## src/rtl/ip_fifo_wr_arb.sv

```systemverilog
// Round-robin arbiter sharing one ip_fifo write port among N valid/ready requesters.
// Define IP_FIFO_WR_ARB_LOCK_EN to hold a grant for a burst (req_last / MAX_BURST).
module ip_fifo_wr_arb #(
  parameter int N         = 4,
  parameter int WIDTH     = 8,
  parameter int MAX_BURST = 4
) (
  input  logic               clk,
  input  logic               rst_n,
  input  logic [N-1:0]       req_valid,
  input  logic [N*WIDTH-1:0] req_data,
  input  logic [N-1:0]       req_last,
  output logic [N-1:0]       req_ready,
  input  logic               fifo_full,
  output logic               fifo_wr_en,
  output logic [WIDTH-1:0]   fifo_din,
  output logic [N-1:0]       grant,
  output logic               busy
);

  localparam int PW = (N > 1) ? $clog2(N) : 1;

  // Handshake: a beat transfers on a cycle where req_valid[i] & req_ready[i];
  // the same cycle raises fifo_wr_en, and valid must not depend on ready.
  typedef enum logic {ST_IDLE, ST_GRANT} state_t;

  state_t         state_q, state_d;
  logic [N-1:0]   grant_q, grant_d;
  logic [PW-1:0]  rr_ptr_q, rr_ptr_d;

  logic [PW-1:0]  g_idx;
  logic [PW-1:0]  rr_next;
  logic           g_valid;
  logic           release_now;
  logic [N-1:0]   pick_idle;
  logic [N-1:0]   pick_rel;

  // One-hot of the first set mask bit scanning ptr, ptr+1, ... mod N.
  function automatic logic [N-1:0] rr_pick(input logic [PW-1:0] ptr, input logic [N-1:0] mask);
    logic [N-1:0] res;
    logic         found;
    res   = '0;
    found = 1'b0;
    for (int k = 0; k < N; k++) begin
      for (int i = 0; i < N; i++) begin
        if (!found && (i == ((int'(ptr) + k) % N)) && mask[i]) begin
          res[i] = 1'b1;
          found  = 1'b1;
        end
      end
    end
    return res;
  endfunction

  always_comb begin
    fifo_din = '0;
    g_valid  = 1'b0;
    g_idx    = '0;
    for (int i = 0; i < N; i++) begin
      if (grant_q[i]) begin
        fifo_din = req_data[i*WIDTH +: WIDTH];
        g_valid  = req_valid[i];
        g_idx    = PW'(i);
      end
    end
  end

  assign req_ready  = grant_q & {N{~fifo_full}};
  assign fifo_wr_en = g_valid & ~fifo_full;
  assign grant      = grant_q;
  assign busy       = (state_q == ST_GRANT);
  assign rr_next    = (g_idx == PW'(N - 1)) ? '0 : g_idx + 1'b1;
  assign pick_idle  = rr_pick(rr_ptr_q, req_valid);
  // Re-arbitration at release skips the outgoing owner so others go back-to-back.
  assign pick_rel   = rr_pick(rr_next, req_valid & ~grant_q);

`ifdef IP_FIFO_WR_ARB_LOCK_EN
  localparam int BW = $clog2(MAX_BURST) + 1;

  logic [BW-1:0] beat_cnt_q, beat_cnt_d;
  logic          g_last;

  always_comb begin
    g_last = 1'b0;
    for (int i = 0; i < N; i++) begin
      if (grant_q[i]) g_last = req_last[i];
    end
  end

  assign release_now = (fifo_wr_en && (g_last || ((int'(beat_cnt_q) + 1) == MAX_BURST)))
                     || (!g_valid && (beat_cnt_q == '0));

  always_comb begin
    beat_cnt_d = beat_cnt_q;
    if (state_q == ST_IDLE || release_now) begin
      beat_cnt_d = '0;
    end else if (fifo_wr_en) begin
      beat_cnt_d = beat_cnt_q + 1'b1;
    end
  end

  always_ff @(posedge clk or negedge rst_n) begin
    if (!rst_n) beat_cnt_q <= '0;
    else        beat_cnt_q <= beat_cnt_d;
  end
`else
  logic unused_cfg;

  // Single-beat grants: any beat, or an empty granted cycle, ends the grant.
  assign release_now = fifo_wr_en || !g_valid;
  assign unused_cfg  = ^{req_last, (MAX_BURST > 0)};
`endif

  always_comb begin
    state_d  = state_q;
    grant_d  = grant_q;
    rr_ptr_d = rr_ptr_q;
    case (state_q)
      ST_IDLE: begin
        grant_d = '0;
        if (|req_valid) begin
          state_d = ST_GRANT;
          grant_d = pick_idle;
        end
      end
      ST_GRANT: begin
        if (release_now) begin
          rr_ptr_d = rr_next;
          if (|pick_rel) begin
            grant_d = pick_rel;
          end else begin
            grant_d = '0;
            state_d = ST_IDLE;
          end
        end
      end
      default: begin
        state_d = ST_IDLE;
        grant_d = '0;
      end
    endcase
  end

  always_ff @(posedge clk or negedge rst_n) begin
    if (!rst_n) begin
      state_q  <= ST_IDLE;
      grant_q  <= '0;
      rr_ptr_q <= '0;
    end else begin
      state_q  <= state_d;
      grant_q  <= grant_d;
      rr_ptr_q <= rr_ptr_d;
    end
  end

endmodule

```

## config.mk

```make
export PLATFORM = sky130hd
export DESIGN_NAME = ip_fifo_wr_arb
export DESIGN_NICKNAME = d
export VERILOG_FILES = /design/src/rtl/ip_fifo_wr_arb.sv
export SDC_FILE = /design/constraint.sdc
export NUM_CORES = 1
export LEC_CHECK = 0
export CORE_ASPECT_RATIO = 1.25
export CORE_UTILIZATION = 41
export CTS_CLUSTER_SIZE = 24
export DETAILED_ROUTE_END_ITERATION = 8
export GPL_TIMING_DRIVEN = 0
export PLACE_DENSITY = 0.83
export SYNTH_ARGS = -nofsm -noshare
export SYNTH_HDL_FRONTEND = slang
export SYNTH_SLANG_ARGS = --single-unit
```

## constraint.sdc

```tcl
create_clock -name clk -period 7.9 [get_ports clk]
set_clock_uncertainty 0.2 [all_clocks]
set_input_delay 1.185 -clock clk [delete_from_list [all_inputs] [get_ports clk]]
set_output_delay 1.185 -clock clk [all_outputs]
set_load 0.005 [all_outputs]
```

Yosys cells after proc, flatten, opt, wreduce, memory -nomap -nowiden
Index checks and enable logic that the tools add are counted.
Widths: inputs -> output; s select.

operators by class
  $add $sub $neg = 7
  multiplexer cells = 80
  bitwise operators = 12
  eq/ne operators = 26
  reductions and logical operators = 111

operators with widths
  operator             number
  $logic_not 32->1     8
  $mux 1               68
  $logic_and 1x1->1    62
  $eq 3x3->1 const A   12
  $mux 8               4
  $logic_not 1->1      31
  $eq 2x3->1 const A   6
  $mux 4               3
  $reduce_or 2->1      6
  $add 2x2->2 const B  4
  $and 4x4->4          2
  $eq 2x2->1 const A   4
  $pmux 4 s2           1
  $reduce_or 4->1      2
  $add 2x1->2 const B  3
  $and 1x1->1 const A  6
  $mux 2               3
  $eq 1x2->1 const A   2
  $not 4->4            1
  $eq 2x2->1 const B   1
  $ne 2x1->1 const B   1
  $not 1->1            2
  $pmux 1 s2           1
  $reduce_and 2->1     1
  2 further kinds      2

word-level totals
  register bits = 7
  logic and storage cells = 239
  input bits = 43

Logic depth before layout (Yosys ltp)
  depth in word-level cells = 72
  gate-level depth with buffers = 12

Worst setup path after synthesis
OpenSTA, ideal clock, no wires.

  kind = input -> output
  start point = input req_valid[2]
  end point = output fifo_wr_en
  slack = 4.754 ns
  arrival = 1.761 ns
  stages on the path = 4
  path buffers = 1
  cell sequence = buf_2 -> a2bb2oi_1 -> nand2_1 -> nor2_1

between the ends
  cells in the longest elaborated chain, start to end = 3

RTL lines
  element              line  text
  start: declaration   10    input logic [N-1:0] req_valid,
  $mux 1 (2 in a row)  60    if (grant_q[i]) begin
  $and 1x1->1          69    assign fifo_wr_en = g_valid & ~fifo_full;
  end: declaration     15    output logic fifo_wr_en,

No other way between the ends.

Final worst setup path
  start point = register grant_q[2], in the netlist grant[2]
  end point = output fifo_din[5]

between the ends
  cells in the longest elaborated chain, start to end = 2

RTL lines
  element                   line  text
  start: declaration        28    logic [N-1:0] grant_q, grant_d;
  start signal: assignment  151   grant_q <= grant_d;
  $mux 8 (2 in a row)       60
  end: declaration          16    output logic [WIDTH-1:0] fifo_din,

No other way between the ends.

==> metrics.md <==
| Metric | Value |
|---|---|
| Cell area power density | 335 nW/um2 |
| Number of antenna violations at the first check in global routing | 0 |
| RePlAce Congestion | 0.940 |
| Maximum buffer depth of the clock tree | 2 |
| Placed Area | 1630 um2 |
| Area grow syn2layout | 56.7% |
| Initial DRC Count | 65 |
| Hold Crit Class | reg -> reg |
| Status | complete, no violations |
| Post CTS Setup Buffer Count | 0 |
| Final Hold Viols | 0 |
| Placed cells | 229 |
| Commonest non-fill, non-tap cell in the layout | clkdlybuf4s50_1 |
| VDD IR max | 0.000186 V |
| Cell area after layout | 1650 um2 |
| Sequential share of the synthesized area | 0.166 |
| Hpwl dp | 2920 um |
| Finished Layout Cells | 233 |
| Ratio of cells with drive above 1 in the final layout | 0.0800 |
| R2R cell count | 11 |
| Final hold slack | 0.442 ns |
| Setup violators final | 0 |
| Synth Instances | 143 |
| Commonest cells after routing, fill and taps aside | clkdlybuf4s50_1 (53), a22oi_1 (16), a21oi_1 (13) |
| Dpl ws | 3.87 ns |
| Worst Path Required | 6.51 ns |
| Max Slew Vio Count | 0 |
| Worst slew pin tran | 0.933 ns |
| Fin crit share | 0.534 |
| CP max FO | 9 |
| Synth Warn # | 0 |
| Vias/cell | 5.92 |
| Slew HR | 0.377 |
| RSZ-0062 raised after global routing | false |
| Die width | 47.4 um |
| Fmax | 237 MHz |
| Worst Hold Path Cells | 2 |
| Final Worst Setup Slack | 3.68 ns |
| CTS Hold Bufs | 0 |
| P_leak | 0.655 nW |
| Worst setup EP type | output pin |
| Clock-pin slew on the worst setup and hold paths | 0.05 ns |
| Yosys reg bits | 7 |
| Core area | 2430 um2 |
| Yosys cell types | 40 |
| Total grt overflow | 0 |
| Die height | 58.7 um |
| CTS tree | done |
| Mapped Nets | 192 |
| Synthesized cell area | 1050 um2 |
| # DRC | 0 |
| Htree depth | 1 |
| Syn avg cell area | 7.38 um2 |
| Final Util | 0.681 |
| Antenna Cells | 0 |
| Total track usage | 0.298 |
| Global-route wire length before repair | 5960 um |
| FP Rows | 20 |
| Via count | 1379 |
| Pin count of the biggest net entering global routing | 11 |
| Post-layout min period | 4.22 ns |
| DIE AREA | 2780 um2 |
| Total CTS buffers | 3 |
| Clk sinks | 7 |
| CP arrival | 2.83 ns |
| I/O Buffers | 53 |
| Drt pass-1 iters | 5 |
| Gates resized, CTS repair | 0 |
| Worst Setup Start Kind | flop |
| Drt total wl | 3680 um |
| Setup TNS | 0 ns |
| Insertion delay to the later sink of the worst-skew pair | 0.25 ns |
| Clk root buf | clkbuf_4 |
| WL per Instance | 15.8 um |
| Antenna-violating nets left | 0 |
| Initial Util | 0.435 |
| # nets final | 250 |
| IO Pins | 61 |
| Max Cap Violations | 0 |
| Vias in the first global route | 1377 |
| Crit path kind | reg -> out |
| Total power | 0.553 mW |
[synth_stat cells]
cell | number | share of area
a211o_1 | 1 | 0.0083
a211oi_1 | 2 | 0.014
a21boi_1 | 1 | 0.0071
a21oi_1 | 13 | 0.062
a222oi_1 | 1 | 0.0095
a22o_1 | 1 | 0.0083
a22oi_1 | 16 | 0.11
a22oi_2 | 1 | 0.012
a2bb2oi_1 | 1 | 0.0083
a31oi_1 | 3 | 0.018
and2b_2 | 1 | 0.0083
buf_2 | 4 | 0.019
buf_6 | 2 | 0.021
clkbuf_1 | 4 | 0.014
dfrtp_1 | 7 | 0.17
ha_1 | 6 | 0.071
inv_1 | 6 | 0.021
mux2_2 | 1 | 0.011
mux2i_1 | 4 | 0.038
nand2_1 | 12 | 0.043
nand2b_1 | 5 | 0.030
nand3_1 | 2 | 0.0095
nand3b_1 | 1 | 0.0071
nor2_1 | 8 | 0.028
nor2_2 | 1 | 0.0059
nor2b_1 | 8 | 0.047
nor2b_4 | 2 | 0.026
nor3_1 | 1 | 0.0047
nor3b_1 | 1 | 0.0071
nor4_1 | 1 | 0.0059
o2111ai_1 | 1 | 0.0083
o211ai_1 | 1 | 0.0071
o21ai_0 | 12 | 0.057
o21ai_1 | 3 | 0.014
o221ai_1 | 1 | 0.0083
o22ai_1 | 4 | 0.024
o32ai_2 | 1 | 0.015
or2b_1 | 1 | 0.0071
or3_1 | 1 | 0.0059
or4_1 | 1 | 0.0071
[registers in the layout, indices dropped and copies added, names as in the netlist]
| register | cells |
|---|---|
| busy | 1 |
| grant | 4 |
| rr_ptr_q | 2 |
[worst max-delay path: stages, from the launching register on]
cell and delay (ns):
dfrtp_1 0.50, nor2_2 0.29, inv_1 0.15, nor3b_1 0.78, a22oi_1 0.18, o21ai_0 0.15, clkdlybuf4s50_1 0.54
[where the power goes]
group          internal [mW]  switching [mW]  leakage (nW)
clock                 0.0193          0.0133        0.0150
combinational          0.217           0.224         0.555
sequential            0.0527          0.0262        0.0850
[logic make-up (layout without fill, tap and decap cells)]
| kind of cell | count (synthesis) | count (layout) | synth area share |
|---|---|---|---|
| adders and majority gates | 6 | 6 | 0.0712 |
| muxes | 5 | 5 | 0.0486 |
| and+or+nand+nor | 46 | 46 | 0.243 |
| DFF | 7 | 7 | 0.166 |
| AOI/OAI and AO/OA | 63 | 63 | 0.395 |
| buffers and inverters | 16 | 73 | 0.0759 |
[path summary, 6_finish.rpt]
kind                                to   startpoint  slack, ns
hold / removal             rr_ptr_q[0]  rr_ptr_q[0]       0.44
setup reg to reg              grant[3]     grant[1]       4.49
hold reg to reg            rr_ptr_q[0]  rr_ptr_q[0]       0.44
max in group asynchronous         busy        rst_n       6.27
setup / recovery           fifo_din[5]     grant[2]       3.68
min in group asynchronous  rr_ptr_q[1]        rst_n       0.99
[layout make-up]
class                   count  area, um2
well taps                  33       41.3
inverters                   6       22.5
multi-input cells         120        800
plain buffers              10       57.6
fillers                   222        774
flip-flops and latches      7        175
repair buffers             53        531
clock buffers               4       26.3
[routing by layer]
layer	GRT usage	vias up	share of wire
met5	0	-	0
met4	0.0898	0	0.012
met3	0.101	6	0.084
met2	0.524	84	0.53
met1	0.323	641	0.38
li1	-	648	-
Note: power is estimated with default switching activity, not from simulation.
